$ cat config.mk
export PLATFORM = sky130hd
export DESIGN_NAME = led_frame_streamer
export DESIGN_NICKNAME = d
export VERILOG_FILES = /design/src/rtl/ws2812_pkg.sv /design/src/rtl/gap_counter.sv /design/src/rtl/led_frame_streamer.sv
export SDC_FILE = /design/constraint.sdc
export NUM_CORES = 1
export LEC_CHECK = 0
export BUFFER_PORTS_ARGS = -buffer_cell sky130_fd_sc_hd__buf_4
export CAP_MARGIN = 25
export CORE_ASPECT_RATIO = 0.7
export CORE_UTILIZATION = 35
export CTS_CLUSTER_SIZE = 8
export DETAILED_ROUTE_END_ITERATION = 7
export MAX_ROUTING_LAYER = met4
export SYNTH_ARGS = -nofsm -noshare
export SYNTH_HDL_FRONTEND = slang
export SYNTH_SLANG_ARGS = --single-unit
$ cat constraint.sdc
create_clock -name clk -period 3.96 [get_ports clk]
set_clock_uncertainty 0.2 [all_clocks]
set_input_delay 0.198 -clock clk [delete_from_list [all_inputs] [get_ports clk]]
set_output_delay 0.198 -clock clk [all_outputs]
set_load 0.1 [all_outputs]
$ cat src/rtl/ws2812_pkg.sv
// Shared types and constants for the LED frame streamer.
package ws2812_pkg;
  localparam int GRB_W            = 24;
  localparam int LATCH_CYCLES_DEF = 2600;

  typedef enum logic [1:0] {
    IDLE   = 2'd0,
    STREAM = 2'd1,
    LATCH  = 2'd2
  } state_t;
endpackage

$ cat src/rtl/gap_counter.sv
// Latch-gap timer: a start pulse arms it, done is high during the last of
// LATCH_CYCLES counted cycles, then it disarms itself.
module gap_counter
  import ws2812_pkg::*;
#(
  parameter int LATCH_CYCLES = LATCH_CYCLES_DEF
) (
  input  logic clk,
  input  logic reset,
  input  logic start,
  output logic done
);
  localparam int CW = $clog2(LATCH_CYCLES + 1);

  logic [CW-1:0] r_cnt;
  logic          r_active;

  assign done = r_active && (r_cnt == CW'(LATCH_CYCLES - 1));

  always_ff @(posedge clk) begin
    if (!reset) begin
      r_cnt    <= '0;
      r_active <= 1'b0;
    end else if (start) begin
      r_cnt    <= '0;
      r_active <= 1'b1;
    end else if (r_active) begin
      if (done) r_active <= 1'b0;
      else      r_cnt    <= r_cnt + CW'(1);
    end
  end
endmodule

$ cat src/rtl/led_frame_streamer.sv
// Streams NUM_LEDS GRB words from pixel memory to a serializer, then holds a
// latch gap. Define ROTATE_EN to advance the start offset every frame (chase).
module led_frame_streamer
  import ws2812_pkg::*;
#(
  parameter int NUM_LEDS     = 8,
  parameter int LATCH_CYCLES = LATCH_CYCLES_DEF
) (
  input  logic             clk,
  input  logic             reset,
  input  logic             go,
  input  logic             stop,
  input  logic             wr_en,
  input  logic [7:0]       wr_addr,
  input  logic [GRB_W-1:0] wr_data,
  output logic [GRB_W-1:0] pix_data,
  output logic             pix_valid,
  input  logic             pix_ready,
  output logic             busy,
  output logic             frame_done,
  output logic [7:0]       led_index
);
  localparam int AW    = (NUM_LEDS > 1) ? $clog2(NUM_LEDS) : 1;
  localparam int DEPTH = 1 << AW;
  localparam logic [AW:0]   N_EXT = (AW+1)'(NUM_LEDS);
  localparam logic [AW-1:0] LAST  = AW'(NUM_LEDS - 1);

  // (a + b) mod NUM_LEDS for operands already below NUM_LEDS
  function automatic logic [AW-1:0] mod_add(input logic [AW-1:0] a, input logic [AW-1:0] b);
    logic [AW:0] s;
    logic [AW:0] w;
    s = {1'b0, a} + {1'b0, b};
    w = s - N_EXT;
    return (s >= N_EXT) ? w[AW-1:0] : s[AW-1:0];
  endfunction

  state_t           r_state;
  logic [AW-1:0]    r_idx;
  logic [GRB_W-1:0] r_mem [DEPTH];

  logic [AW-1:0] w_offset;
  logic [AW-1:0] w_rd_addr;
  logic          w_xfer;
  logic          w_end_stream;
  logic          w_gap_done;
  logic          w_wr_ok;

  assign w_xfer       = (r_state == STREAM) && pix_ready;
  assign w_end_stream = (r_state == STREAM) && (stop || (w_xfer && (r_idx == LAST)));
  assign w_wr_ok      = wr_en && ({1'b0, wr_addr} < 9'(NUM_LEDS));
  assign w_rd_addr    = mod_add(w_offset, r_idx);

  assign pix_valid  = (r_state == STREAM);
  assign busy       = (r_state != IDLE);
  assign frame_done = (r_state == LATCH) && w_gap_done;
  assign pix_data   = pix_valid ? r_mem[w_rd_addr] : '0;
  assign led_index  = 8'(r_idx);

  gap_counter #(.LATCH_CYCLES(LATCH_CYCLES)) u_gap (
    .clk   (clk),
    .reset (reset),
    .start (w_end_stream),
    .done  (w_gap_done)
  );

  always_ff @(posedge clk) begin
    if (!reset) begin
      for (int k = 0; k < DEPTH; k++) r_mem[k] <= '0;
    end else if (w_wr_ok) begin
      r_mem[wr_addr[AW-1:0]] <= wr_data;
    end
  end

`ifdef ROTATE_EN
  logic [AW-1:0] r_offset;
  always_ff @(posedge clk) begin
    if (!reset)          r_offset <= '0;
    else if (frame_done) r_offset <= mod_add(r_offset, AW'(1));
  end
  assign w_offset = r_offset;
`else
  assign w_offset = '0;
`endif

  // r_idx is only nonzero in STREAM, so led_index reads 0 elsewhere
  always_ff @(posedge clk) begin
    if (!reset) begin
      r_state <= IDLE;
      r_idx   <= '0;
    end else begin
      case (r_state)
        IDLE: begin
          if (go && !stop) begin
            r_state <= STREAM;
            r_idx   <= '0;
          end
        end
        STREAM: begin
          if (w_end_stream) begin
            r_state <= LATCH;
            r_idx   <= '0;
          end else if (w_xfer) begin
            r_idx <= r_idx + AW'(1);
          end
        end
        LATCH: begin
          if (w_gap_done) r_state <= IDLE;
        end
        default: r_state <= IDLE;
      endcase
    end
  end
endmodule

==> metrics.md <==
| Metric | Value |
|---|---|
| Core Region | `26,900 um^2` |
| IO Count | `73` |
| Global-route wire length before repair | `35,200 um` |
| Max FO, Critical Path | `27` |
| Clock Latency Late Sink | `0.53 ns` |
| Syn Area/Cell | `14.9 um^2` |
| GR Util met2 | `0.255` |
| ANT nets after route | `0` |
| NumNets Final | `800` |
| Worst rel slew slack | `0.315` |
| P&R area growth vs syn | `22.7%` |
| Clock transition at path regs | `0.05 ns` |
| Dominant synthesized flop cell | `edfxtp_1` |
| Yosys reg bits | `213` |
| Library cells used by synthesis | `43` |
| Max Transition Viols Final | `0` |
| Critical path type | `reg -> out` |
| Actual slew at the worst max-slew pin | `1.03 ns` |
| RSZ-0062 raised after global routing | `no` |
| Post-detail-place hpwl | `13,100 um` |
| Synth warn | `0` |
| Gr usage total | `0.170` |
| Maximum clock rate | `334 MHz` |
| Post-synth ARST share | `0` |
| Number of remaining DRC errors | `0` |
| Clock sinks | `213` |
| Number of DRC violations after detailed-routing iteration 0 | `458` |
| Pwr/cell area | `451 nW/um^2` |
| Share of cells above drive strength 1 | `0.243` |
| Worst Hold Class | `in -> reg` |
| Die width | `200 um` |
| Routability cong. | `0.767` |
| Met3 GRT Util | `0.0227` |
| Initial Util | `0.358` |
| Root Driver | `clkbuf_16` |
| CP endpoint kind | `output port` |
| Sequential-to-total area share from yosys stat | `0.642` |
| Post-synth EDFFs | `192` |
| Hold WS | `0.0830 ns` |
| Drt total wl | `22,900 um` |
| Final Hold Viols | `0` |
| Status | `finished, final reports clean` |
| Critical path arrival | `2.60 ns` |
| Via count | `5,561` |
| Startpoint Class | `flop` |
| Most frequent cells in the layout | `and2_1 (192), edfxtp_1 (192), buf_4 (85)` |
| Longest Clk Path Bufs | `3` |
| CTS buffer count | `30` |
| Worst vdd ir | `396 uV` |
| Clock period minus worst slack | `3.00 ns` |
| GR Overflow Total | `0` |
| Final setup vio count | `0` |
| DR WL/cell | `20.0 um` |
| Worst Path Required | `3.56 ns` |
| TritonCTS clock tree | `yes` |
| Cell area after synthesis | `9640 um^2` |
| Drt via density | `4.85` |
| TritonRoute pass-1 iters | `4` |
| FP Rows | `50` |
| Setup TNS Final | `0 ns` |
| Total die area | `28,200 um^2` |
| Initial antenna violation count | `0` |
| H-tree levels | `1` |
| Pin count of the biggest net entering global routing | `28` |
| Final period util | `0.757` |
| MaxCap Viol Count | `0` |
| Met1 Use GR | `0.247` |
| Grt peak-use layer | `met2` |
| Die H | `141 um` |
| Ant diodes | `0` |
| Number of global-route vias before repair | `5,720` |
| Leakage power | `4.13 nW` |
| Port buffer count | `67` |
| Synth Instances | `645` |
[cell families (layout without fill, tap and decap cells)]
family          Yosys count  count (layout)  synth area share
fa+ha+maj                 3               3           0.00390
other cells               1               5          0.000389
simple gates            280             280             0.173
buf+inv                  43             177            0.0201
xor+xnor                 10              10           0.00909
compound gates           21              21            0.0126
flops                   213             213             0.642
mux                      74              74             0.139
[flip-flops by register name, summed over array words and instances, names as in the netlist, named ones only]
signal,count
r_idx,3
r_mem,192
r_state,2
u_gap.r_active,1
u_gap.r_cnt,12
[final timing paths]
check                                from                   endpoint  slack [ns]  cells after the start
hold / removal                         go                       flop        0.08                      5
setup reg to reg  r_state[1]$_SDFFE_PN0P_  u_gap.r_active$_SDFF_PN0_        1.49                      5
setup / recovery                     flop               pix_data[18]        0.96                      5
hold reg to reg     r_idx[2]$_SDFFE_PN0P_                       flop        0.32                      2
[report_power, final]
part	total, W	internal, W	switching, W
Combinational	0.000363	0.000125	0.000238
Clock	0.00239	0.00147	0.000923
Sequential	0.00258	0.00255	0.0000350
Total	0.00534	0.00414	0.00120
[layer usage]
layer  wire length [um]  up-vias
li1                   -     2598
met1              11200     2782
met2              10200      151
met3               1090       30
met4                368        0
met5                  0        -
[final cells by class]
class | instances | area [um^2]
Fill cell | 2408 | 15100
Sequential cell | 213 | 6190
Multi-Input combinational cell | 393 | 3300
Timing Repair Buffer | 117 | 978
Clock buffer | 56 | 880
Tap cell | 364 | 455
Inverter | 4 | 15.0
[Yosys cell counts (2+ instances only)]
master      n  area share
and2_1    192        0.12
edfxtp_1  192        0.60
mux4_2     48        0.11
nor2_1     44       0.017
clkbuf_1   26       0.010
mux2i_1    26       0.027
dfxtp_1    21       0.044
a21oi_1     8      0.0042
o21ai_0     8      0.0042
buf_4       7      0.0055
nand2b_1    7      0.0045
buf_2       5      0.0026
nand2_1     5      0.0019
nand3_1     5      0.0026
xnor2_1     5      0.0045
xor2_1      5      0.0045
nand4_1     4      0.0026
nor3_1      4      0.0021
ha_1        3      0.0039
inv_1       3      0.0012
and3_1      2      0.0013
nor3_2      2      0.0021
nor4_1      2      0.0013
or3_1       2      0.0013
[through the flow]
stage	cell area, um^2	cells	setup WS [ns]	utilization	power [W]
2_1_floorplan	9650	649	0.886	-	0.00283
3_3_place_gp	10600	1061	1.41	0.396	0.00297
3_5_place_dp	10600	1061	1.41	0.396	0.00297
4_1_cts	11800	1147	0.900	0.440	0.00538
5_1_grt	11800	1147	0.781	0.440	0.00551
6_report	11800	1147	0.962	0.440	0.00534
[worst max-delay path, stage by stage (launching register included)]
cell	delay, ns
dfxtp_4	0.65
buf_12	0.31
mux4_2	0.55
mux2i_1	0.15
nor2_1	0.08
buf_4	0.29
[timing repair]
item                                   in CTS  in global routing
setup buffers                               0                  0
hold buffers                               30                  0
endpoints found under the hold margin     201                  0
gates resized for setup                     0                  0
(Power assumes the default switching activity.)
